File: src/rtl/alarm_time_editor.sv
// Alarm time editor: turns up/down/next presses into hour/minute edits while program mode is active,
// and commits the edited time to the alarm registers on saved.
//
// state     | meaning
// ----------+--------------------------------------------------------------
// IDLE      | not editing; buttons ignored; displays the committed alarm
// EDIT_HOUR | up/down change the edit hour; next moves to EDIT_MIN
// EDIT_MIN  | up/down change the edit minute; next moves to EDIT_HOUR
module alarm_time_editor #(
    parameter logic [4:0] RESET_HOUR = 5'd0,
    parameter logic [5:0] RESET_MIN  = 6'd0
) (
    input  logic       clk,
    input  logic       rst_n,
    input  logic       active_program_mode,
    input  logic       saved,
    input  logic       btn_up,
    input  logic       btn_down,
    input  logic       btn_next,
    output logic       button_signal,
    output logic       error_detection,
    output logic [1:0] edit_field,
    output logic [4:0] disp_hour,
    output logic [5:0] disp_min,
    output logic [4:0] alarm_hour,
    output logic [5:0] alarm_min,
    output logic       alarm_valid,
    output logic       commit_pulse
);

    typedef enum logic [1:0] {
        IDLE      = 2'b00,
        EDIT_HOUR = 2'b01,
        EDIT_MIN  = 2'b10
    } state_t;

    state_t     state_q, state_d;
    logic [4:0] edit_hour_q, edit_hour_d;
    logic [5:0] edit_min_q, edit_min_d;
    logic [4:0] alarm_hour_q, alarm_hour_d;
    logic [5:0] alarm_min_q, alarm_min_d;
    logic       alarm_valid_q, alarm_valid_d;
    logic       button_q, button_d;
    logic       error_q, error_d;
    logic       commit_q, commit_d;
    logic [1:0] n_btn;

    assign n_btn = {1'b0, btn_up} + {1'b0, btn_down} + {1'b0, btn_next};

    always_ff @(posedge clk or negedge rst_n) begin
        if (!rst_n) begin
            state_q       <= IDLE;
            edit_hour_q   <= RESET_HOUR;
            edit_min_q    <= RESET_MIN;
            alarm_hour_q  <= RESET_HOUR;
            alarm_min_q   <= RESET_MIN;
            alarm_valid_q <= 1'b0;
            button_q      <= 1'b0;
            error_q       <= 1'b0;
            commit_q      <= 1'b0;
        end else begin
            state_q       <= state_d;
            edit_hour_q   <= edit_hour_d;
            edit_min_q    <= edit_min_d;
            alarm_hour_q  <= alarm_hour_d;
            alarm_min_q   <= alarm_min_d;
            alarm_valid_q <= alarm_valid_d;
            button_q      <= button_d;
            error_q       <= error_d;
            commit_q      <= commit_d;
        end
    end

    always_comb begin
        state_d       = state_q;
        edit_hour_d   = edit_hour_q;
        edit_min_d    = edit_min_q;
        alarm_hour_d  = alarm_hour_q;
        alarm_min_d   = alarm_min_q;
        alarm_valid_d = alarm_valid_q;
        button_d      = 1'b0;
        error_d       = 1'b0;
        commit_d      = 1'b0;
        case (state_q)
            IDLE: begin
                // Level-sensitive entry: reloads from the alarm registers, including a just-committed value.
                if (active_program_mode) begin
                    edit_hour_d = alarm_hour_q;
                    edit_min_d  = alarm_min_q;
                    state_d     = EDIT_HOUR;
                end
            end
            EDIT_HOUR, EDIT_MIN: begin
                if (saved) begin
                    alarm_hour_d  = edit_hour_q;
                    alarm_min_d   = edit_min_q;
                    alarm_valid_d = 1'b1;
                    commit_d      = 1'b1;
                    state_d       = IDLE;
                end else if (!active_program_mode) begin
                    state_d = IDLE;
                end else if (n_btn > 2'd1) begin
                    error_d = 1'b1;
                    state_d = IDLE;
                end else if (n_btn == 2'd1) begin
                    button_d = 1'b1;
                    if (btn_next) begin
                        state_d = (state_q == EDIT_HOUR) ? EDIT_MIN : EDIT_HOUR;
                    end else if (state_q == EDIT_HOUR) begin
                        if (btn_up) edit_hour_d = (edit_hour_q == 5'd23) ? 5'd0 : edit_hour_q + 5'd1;
                        else        edit_hour_d = (edit_hour_q == 5'd0) ? 5'd23 : edit_hour_q - 5'd1;
                    end else begin
                        if (btn_up) edit_min_d = (edit_min_q == 6'd59) ? 6'd0 : edit_min_q + 6'd1;
                        else        edit_min_d = (edit_min_q == 6'd0) ? 6'd59 : edit_min_q - 6'd1;
                    end
                end
            end
            default: state_d = IDLE;
        endcase
    end

    always_comb begin
        edit_field = 2'b00;
        disp_hour  = alarm_hour_q;
        disp_min   = alarm_min_q;
        if (state_q == EDIT_HOUR || state_q == EDIT_MIN) begin
            edit_field = (state_q == EDIT_HOUR) ? 2'b01 : 2'b10;
            disp_hour  = edit_hour_q;
            disp_min   = edit_min_q;
        end
    end

    assign alarm_hour      = alarm_hour_q;
    assign alarm_min       = alarm_min_q;
    assign alarm_valid     = alarm_valid_q;
    assign button_signal   = button_q;
    assign error_detection = error_q;
    assign commit_pulse    = commit_q;

endmodule
File: config.mk
export PLATFORM = sky130hd
export DESIGN_NAME = alarm_time_editor
export DESIGN_NICKNAME = d
export VERILOG_FILES = /design/src/rtl/alarm_time_editor.sv
export SDC_FILE = /design/constraint.sdc
export NUM_CORES = 1
export LEC_CHECK = 0
export CAP_MARGIN = 20
export CORE_UTILIZATION = 50
export CTS_CLUSTER_DIAMETER = 30
export DETAILED_ROUTE_END_ITERATION = 8
export PLACE_DENSITY = 0.77
export SYNTH_ARGS = -nofsm -noshare
export SYNTH_HDL_FRONTEND = slang
export SYNTH_SLANG_ARGS = --single-unit
File: constraint.sdc
create_clock -name clk -period 2.2 [get_ports clk]
set_input_delay 0.44 -clock clk [delete_from_list [all_inputs] [get_ports clk]]
set_output_delay 0.44 -clock clk [all_outputs]
set_load 0.01 [all_outputs]
==> out/qor.csv, run 1 <==
stage,metric,value,unit
run_status,status,"finished, final reports clean",
floorplanning,core,3690,um^2
detailed_routing,ant_nets,0,
clock_tree,clkSinkCount,28,
clock_tree,numCtsBuffers,3,
detailed_routing,dr_wl_met2,2.33,mm
cells_and_area,nets,276,
detailed_routing,drtIter0Drc,93,
synthesis,netlist-cell-type-count,52,
timing,fin_worst_skew,0.00958,ns
clock_tree,clkLatencyLatePin,0.28,ns
clock_tree,htree_num_levels,1,
floorplanning,dieHeight,64.1,um
synthesis,yosys.area_share.simple,17.6,%
place,hpwlAfterDp,3.06,mm
synthesis,yosysSeqAreaShare,36.3,%
power,leakage,1.19,nW
synthesis,synth_mux_area_share,9.27,%
detailed_routing,vias,1737,
critical_path,path_max_fanout,6,
synthesis,synth-xor-area-share,1.36,%
floorplanning,num_rows,22,
floorplanning,ios,35,
synthesis,syn-cell-area,1930,um^2
global_routing,overflow,0,
detailed_routing,dr.pass1.iters,4,
place,placedInstanceArea,2360,um^2
timing,timing.final.crit_share,97.8,%
synthesis,async_flop_share,100,%
synthesis,ys.flop_type,dfrtp_1,
cells_and_area,stdcell_area,2540,um^2
synthesis,synth_edf_count,0,
cells_and_area,fillers,315,
critical_path,worst_setup_path_end_kind,output pin,
clock_tree,path_clk_slew,0.10,ns
critical_path,worstPathCellList,"inv_2, ha_4, buf_6, mux2_2, clkdlybuf4s15_1",
cells_and_area,antenna_cells,0,
synthesis,syn_nets,226,
timing,hold_viol_final,0,
timing,fin_crit,2.15,ns
job,cap_violations,0,
cells_and_area,drive_gt1_share,26.3,%
synthesis,synthCells,210,
cells_and_area,mostFrequentLayoutCells,"dfrtp_1, buf_4, nand2_1, o21ai_0, clkdlybuf4s50_1",
detailed_routing,drt-vias-per-instance,5.66,
clock_tree,ctsHoldBuffers,0,
critical_path,cp.arrival,1.71,ns
timing,fmaxAchievable,465,MHz
cells_and_area,layout_commonest_cell,dfrtp_1,
place,gp_congestion,0.950,
synthesis,syn_area_per_cell,9.19,um^2
synthesis,ys_seq_elements,28,
synthesis,synth_compound_area_share,20.5,%
timing,slew_violations,0,
detailed_routing,drc,0,
timing,setup_viol,0,
cells_and_area,area_growth,31.6,%
synthesis,synthAdderAreaFrac,6.22,%
global_routing,first_global_vias,1714,
global_routing,grt_antenna_before_repair,0,
global_routing,grt_start_max_net_pins,29,
power,ir_drop,0.932,mV
power,p_per_area,1530,nW/um^2
detailed_routing,wl_per_cell,15.0,um
detailed_routing,routed.top_layer,met4,
floorplanning,start_util,52.3,%
clock_tree,cts_tree,yes,
global_routing,track_usage,24.1,%
detailed_routing,wl,4.61,mm
critical_path,start_kind,register,
critical_path,crit_slowest_cell,dfrtp_1,
global_routing,grt_pass1_wl,7.75,mm
cells_and_area,final_util,68.9,%
detailed_routing,wl_met3,181,um
synthesis,synth_top_family_by_area,compound AO/OA/AOI/OAI gates,
floorplanning,fp.dieW,64.1,um
critical_path,crit_type,register to output pin,
critical_path,required,1.76,ns
timing,slew_headroom,74.4,%
timing,worst_pin_slew,0.379,ns
hold_path,hold_path_class,register to register,
critical_path,critPathMaxStageDelay,0.38,ns
clock_tree,root_buffer,clkbuf_8,
place,portBuffers,34,
floorplanning,dieArea,4110,um^2
detailed_routing,wl_met1,2.03,mm
clock_tree,clockBufferDepth,2,
synthesis,ys.warnings.count,0,
==> repair_timing <==
action,in CTS,in global routing
setup buffers,2,3
endpoints found under the setup margin,14,20
resized for setup,18,23
cloned,1,1
pin swaps,4,4
==> worst paths after layout <==
check                             from              to  slack, ns  depth (start not counted)
min reg2reg                alarm_valid     alarm_valid       0.49                          1
max                         state_q[1]     disp_min[4]       0.05                          5
max reg2reg                 state_q[0]  edit_hour_q[4]       0.13                          8
min                        alarm_valid     alarm_valid       0.49                          1
max in group asynchronous        rst_n  edit_hour_q[3]       1.39                          2
min in group asynchronous        rst_n    alarm_min[3]       0.54                          2
==> flip-flops by register name, indices dropped and copies added, names as in the netlist <==
register / count
commit_pulse: 1
alarm_valid: 1
state_q: 2
button_signal: 1
edit_min_q: 6
alarm_hour: 5
alarm_min: 6
error_detection: 1
edit_hour_q: 5
==> synth_stat cells (2+ instances only) <==
cell type	number	area share, %
ha_1	8	5.2
a31oi_1	2	0.65
nor2b_1	3	0.97
nand2b_1	3	0.97
a311oi_1	3	1.4
mux2_2	15	8.7
buf_2	9	2.3
dfrtp_1	28	36
a21oi_1	12	3.1
buf_6	6	3.5
a21o_1	4	1.6
inv_1	13	2.5
a22oi_1	2	0.78
and3_1	2	0.65
o21ai_0	21	5.4
nor2_1	9	1.7
o22ai_1	2	0.65
o21ai_1	2	0.52
nand3_1	6	1.6
nand2_1	21	4.1
nor3b_1	2	0.78
or3_1	2	0.65
o31ai_1	2	0.78
xor2_1	2	0.91
nor3_1	4	1.0
==> metrics by stage <==
stage	setup slack, ns	hold slack (ns)	total power, W	setup TNS [ns]	instances
detailed placement	-0.339	0.464	0.00329	-3.08	296
finish	0.0473	0.488	0.00389	0	307
global route	-0.0178	0.497	0.00420	-0.0641	307
global placement	-0.294	0.453	0.00323	-2.63	296
floorplan	0.162	0.144	0.00241	0	210
CTS	0.000905	0.491	0.00372	0	303
==> area by class of cell <==
class	count	area (um^2)	area share, %
inverter	14	52.6	2.07
timing repair buffer	61	554	21.8
clock buffer	3	41.3	1.62
sequential	28	701	27.6
clock inverter	1	30.0	1.18
tap	48	60.1	2.36
multi-input combinational	152	1100	43.4
==> routing by layer <==
| layer | global-route usage, % | vias up |
|---|---|---|
| li1 | - | 841 |
| met4 | 6.94 | 0 |
| met1 | 31.3 | 835 |
| met3 | 3.75 | 8 |
| met5 | 0 | - |
| met2 | 41.2 | 53 |
==> critical path: cells and delay by family, from the launching register on <==
kind                     cells  cell delay [ns]
flip-flops                   1             0.38
adder cells (fa/ha/maj)      1             0.32
multiplexers                 1             0.32
buffers and inverters        3             0.42
==> kinds of logic (layout without fill, tap and decap cells) <==
group	after synthesis	after routing
adder cells (fa/ha/maj)	9	9
flip-flops	28	28
XOR/XNOR	3	3
AO/OA/AOI/OAI	61	61
multiplexers	16	16
AND/OR/NAND/NOR	63	63
buffers and inverters	30	79
==> power breakdown <==
group          internal, W  switching, W
combinational      0.00130       0.00116
sequential        0.000723      0.000304
clock             0.000244      0.000168
(Power assumes the default switching activity.)
==> run 2, diff against run 1 <==
- CORE_ASPECT_RATIO: unset -> 0.75
==> run 2 against run 1 <==
Net effect: via count decreased by 1.4%; non-clock buffer count is 1 higher; routed wire length rose by 4.3%; sequential power hardly changed; first-iteration DRC count is 52% higher; clock power barely moved; critical path type unchanged; largest power group unchanged.
==> out/qor.csv, run 2 (synthesis gave the netlist of run 1 again) <==
stage,metric,value,unit
power,sequentialPowerShare,26.1,%
power,ir_drop,0.799,mV
critical_path,cp.arrival,1.73,ns
floorplanning,fp.dieW,73.8,um
cells_and_area,layout_commonest_cell,dfrtp_1,
floorplanning,ios,35,
global_routing,track_usage,25.1,%
global_routing,grt_start_max_net_pins,29,
cells_and_area,drive_gt1_share,28.1,%
detailed_routing,drtIter0Drc,141,
critical_path,start_kind,register,
cells_and_area,area_growth,31.8,%
power,p_comb_share,63.5,%
detailed_routing,drt-vias-per-instance,5.49,
global_routing,overflow,0,
clock_tree,clkSinkCount,28,
clock_tree,cts_tree,yes,
cells_and_area,antenna_cells,0,
clock_tree,ctsHoldBuffers,0,
global_routing,grt_pass1_wl,7.89,mm
timing,fin_worst_skew,0.00951,ns
run_status,status,"finished, final reports clean",
clock_tree,root_buffer,clkbuf_8,
detailed_routing,wl_per_cell,15.4,um
global_routing,grt_antenna_before_repair,0,
detailed_routing,vias,1712,
clock_tree,clkLatencyLatePin,0.28,ns
place,gp_congestion,0.826,
timing,worst_pin_slew,0.509,ns
cells_and_area,fillers,279,
power,power.switching,0.00161,W
detailed_routing,dr.pass1.iters,4,
clock_tree,clockBufferDepth,2,
global_routing,first_global_vias,1607,
place,place_ws,-0.485,ns
place,portBuffers,34,
floorplanning,core,3680,um^2
timing,timing.final.crit_share,98.7,%
timing,setup_slack,0.0280,ns
cells_and_area,stdcell_area,2540,um^2
clock_tree,path_clk_slew,0.09,ns
place,hpwlAfterDp,3.06,mm
clock_tree,htree_num_levels,1,
cells_and_area,mostFrequentLayoutCells,"dfrtp_1, buf_4, nand2_1",
timing,slew_violations,0,
timing,setup_tns,0,ns
timing,fin_crit,2.17,ns
place,placedInstanceArea,2400,um^2
floorplanning,dieHeight,55.8,um
power,p_per_area,1560,nW/um^2
cells_and_area,nets,277,
floorplanning,dieArea,4120,um^2
timing,setup_viol,0,
detailed_routing,ant_nets,0,
power,pwr-share-clk,10.3,%
floorplanning,start_util,52.4,%
detailed_routing,drc,0,
power,leakage,1.19,nW
critical_path,rrSetupSlack,0.24,ns
clock_tree,numCtsBuffers,3,
timing,hold_viol_final,0,
timing,slew_headroom,66.0,%
hold_path,hold_path_class,register to register,
critical_path,path_max_fanout,5,
power,p_int,0.00236,W
critical_path,worst_setup_path_end_kind,output pin,
timing,rsz0062_at_grt,true,
power,netSwitchingFraction,40.6,%
floorplanning,num_rows,19,
critical_path,crit_type,register to output pin,
detailed_routing,wl,4.81,mm
cells_and_area,final_util,69.1,%
timing,fmaxAchievable,460,MHz
job,cap_violations,0,
critical_path,required,1.76,ns
run 2: critical path, cell delays in order, from the launching register on:
cell,delay [ns]
dfrtp_1,0.38
inv_2,0.06
ha_4,0.29
bufbuf_16,0.27
mux2_2,0.32
buf_2,0.14
run 2: final cells by class:
| type | count | area [um^2] | area share, % |
|---|---|---|---|
| inverters | 14 | 52.6 | 2.06 |
| repair buffers | 62 | 579 | 22.8 |
| well taps | 52 | 65.1 | 2.56 |
| clock buffers | 3 | 41.3 | 1.62 |
| clock inverters | 1 | 30.0 | 1.18 |
| multi-input cells | 152 | 1080 | 42.3 |
| flip-flops and latches | 28 | 701 | 27.5 |
run 2: repair_timing:
item / 4_1_cts / 5_1_grt
pin swaps: 5 / 2
cloned: 2 / 0
buffers inserted: 2 / 2
resized for setup: 50 / 4
endpoints found under the setup margin: 19 / 8
run 2: per-stage QoR:
step	hold slack [ns]	power [W]	std cells
global placement	0.460	0.00328	302
detailed placement	0.454	0.00334	302
finish	0.487	0.00398	312
CTS	0.485	0.00391	310
floorplan	0.144	0.00241	210
global route	0.543	0.00424	312
run 2: per-layer routing:
layer / global-route usage (%) / share of wire, %
met2: 41.2 / 50
met1: 35.1 / 45
met4: 4.67 / 0.40
met5: 0 / 0
met3: 4.35 / 3.8
run 2: path summary, 6_finish.rpt:
check                             from             end  cells after the start
setup reg to reg            state_q[0]  edit_hour_q[1]                      9
setup / recovery            state_q[0]    disp_hour[3]                      5
min in group asynchronous        rst_n   edit_min_q[5]                      2
max in group asynchronous        rst_n   alarm_hour[2]                      2
hold reg to reg            alarm_valid     alarm_valid                      1
hold / removal             alarm_valid     alarm_valid                      1
run 2: power by group through the flow:
stage	logic (W)	registers, W	clock network [W]
final	0.00253	0.00104	0.000411
after global routing	0.00272	0.00107	0.000443
after CTS	0.00246	0.00103	0.000422
after detailed placement	0.00231	0.00103	0
after global placement	0.00226	0.00102	0
after floorplan	0.00147	0.000943	0
==> run 3, diff against run 2 <==
- TNS_END_PERCENT: unset -> 1
==> run 3 against run 2 <==
Net effect: maximum frequency rose by 2.6%; critical path depth stayed put; first-iteration DRC count decreased by 28%; sequential share of layout area rose by 0.62 points; register-to-register slack lost 0.05 ns; utilization fell by 1.5 points; sequential power is essentially flat; design area fell by 2.2%; largest power group unchanged; highest routed layer unchanged.
==> out/qor.csv, run 3 (synthesis gave the netlist of run 1 again) <==
stage,metric,value,unit
hold_path,hold_path_class,register to register,
job,cap_violations,0,
detailed_routing,wl_per_cell,14.9,um
place,gp_congestion,0.826,
power,pwr-share-clk,10.7,%
critical_path,rrSetupSlack,0.19,ns
critical_path,path_buf_inv,3,
critical_path,worstPathCellList,"inv_2, ha_4, buf_4, mux2_2, clkdlybuf4s15_1",
clock_tree,path_clk_slew,0.09,ns
detailed_routing,vias,1686,
detailed_routing,drc,0,
global_routing,grt_pass1_wl,7.58,mm
timing,fin_crit,2.12,ns
critical_path,crit_type,register to output pin,
clock_tree,clockBufferDepth,2,
cells_and_area,drive_gt1_share,25.3,%
global_routing,first_global_vias,1586,
floorplanning,fp.dieW,73.8,um
critical_path,cp.arrival,1.68,ns
detailed_routing,drt-vias-per-instance,5.46,
global_routing,met3_usage,4.35,%
clock_tree,clkSinkCount,28,
cells_and_area,nets,274,
timing,setup_slack,0.0825,ns
floorplanning,ios,35,
cells_and_area,layout_commonest_cell,dfrtp_1,
detailed_routing,drtIter0Drc,102,
clock_tree,numCtsBuffers,3,
place,placedInstanceArea,2400,um^2
critical_path,path_max_fanout,3,
critical_path,critPathMaxStageDelay,0.38,ns
clock_tree,clkLatencyLatePin,0.28,ns
place,hpwlAfterDp,3.06,mm
clock_tree,cts_tree,yes,
timing,slew_violations,0,
power,p_int,0.00224,W
critical_path,required,1.76,ns
timing,hold_viol_final,0,
power,power.switching,0.00157,W
global_routing,track_usage,23.9,%
cells_and_area,area_growth,28.9,%
global_routing,grt_antenna_before_repair,0,
critical_path,cp_num_cells,5,
critical_path,worst_setup_path_end_kind,output pin,
hold_path,hold_depth,1,
clock_tree,htree_num_levels,1,
power,ir_drop,0.825,mV
global_routing,grt_start_max_net_pins,29,
detailed_routing,dr.pass1.iters,4,
place,portBuffers,34,
global_routing,grt.busiest_layer,met2,
timing,setup_viol,0,
detailed_routing,wl,4.62,mm
critical_path,rr_worst_depth,6,
cells_and_area,stdcell_area,2490,um^2
critical_path,crit_family,buffers and inverters,
global_routing,overflow,0,
timing,fin_worst_skew,0.00786,ns
critical_path,start_kind,register,
timing,rsz0062_at_grt,false,
critical_path,crit_slowest_cell,dfrtp_1,
global_routing,gr-usage-met2,38.0,%
clock_tree,root_buffer,clkbuf_8,
timing,timing.final.crit_share,96.2,%
cells_and_area,mostFrequentLayoutCells,"dfrtp_1, buf_4, nand2_1, o21ai_0, clkdlybuf4s50_1",
place,place_ws,-0.485,ns
power,netSwitchingFraction,41.3,%
global_routing,globalRouteMet1Util,34.1,%
floorplanning,dieHeight,55.8,um
cells_and_area,antenna_cells,0,
timing,worst_pin_slew,0.521,ns
floorplanning,start_util,52.4,%
floorplanning,dieArea,4120,um^2
power,p_comb_share,62.3,%
run_status,status,"finished, final reports clean",
floorplanning,num_rows,19,
timing,slew_headroom,65.2,%
power,sequentialPowerShare,27.0,%
timing,fmaxAchievable,472,MHz
floorplanning,core,3680,um^2
power,leakage,1.16,nW
power,p_per_area,1530,nW/um^2
detailed_routing,ant_nets,0,
[run 3: layer usage]
metal,vias up,routed length (um)
li1,836,-
met1,809,2200
met2,37,2190
met3,4,182
met4,0,39
met5,-,0
[run 3: final timing paths]
path                             start             to
max                         state_q[1]   disp_hour[2]
min                        alarm_valid    alarm_valid
max reg2reg                 state_q[0]  alarm_hour[2]
min reg2reg                alarm_valid    alarm_valid
max in group asynchronous        rst_n  alarm_hour[4]
min in group asynchronous        rst_n  edit_min_q[5]
[run 3: cell type report]
class                           count  area (um^2)
Clock buffer                        3         41.3
Timing Repair Buffer               59          526
Fill cell                         287         1200
Inverter                           14         52.6
Clock inverter                      1         30.0
Multi-Input combinational cell    152         1070
Sequential cell                    28          701
Tap cell                           52         65.1
[run 3: what timing repair did]
action | 4_1_cts | 5_1_grt
setup endpoints to repair | 19 | 12
buffers inserted | 0 | 2
hold buffers | 0 | 0
resized for setup | 26 | 9
pin swaps | 3 | 2
gates cloned | 1 | 0
[run 3: worst reg2reg max path: cells and delay by family, from the launching register on]
kind,cells,cell delay [ns]
buffers and inverters,3,0.50
DFF,1,0.41
and+or+nand+nor,1,0.40
muxes,1,0.39
adders and majority gates,1,0.22
[run 3: stage by stage]
step | util [%] | setup TNS, ns | cells | power, W | hold WS [ns]
2_1_floorplan | - | 0 | 210 | 0.00241 | 0.144
3_3_place_gp | 65.1 | -3.07 | 302 | 0.00328 | 0.460
3_5_place_dp | 65.1 | -4.08 | 302 | 0.00334 | 0.454
4_1_cts | 68.0 | 0 | 307 | 0.00382 | 0.485
5_1_grt | 67.5 | 0 | 309 | 0.00408 | 0.543
6_report | 67.5 | 0 | 309 | 0.00381 | 0.486
[run 3: power by group through the flow]
stage / logic, W / registers (W) / clock network, W
floorplan: 0.00147 / 0.000943 / 0
global placement: 0.00226 / 0.00102 / 0
detailed placement: 0.00231 / 0.00103 / 0
CTS: 0.00237 / 0.00103 / 0.000422
global route: 0.00257 / 0.00107 / 0.000443
finish: 0.00237 / 0.00103 / 0.000408
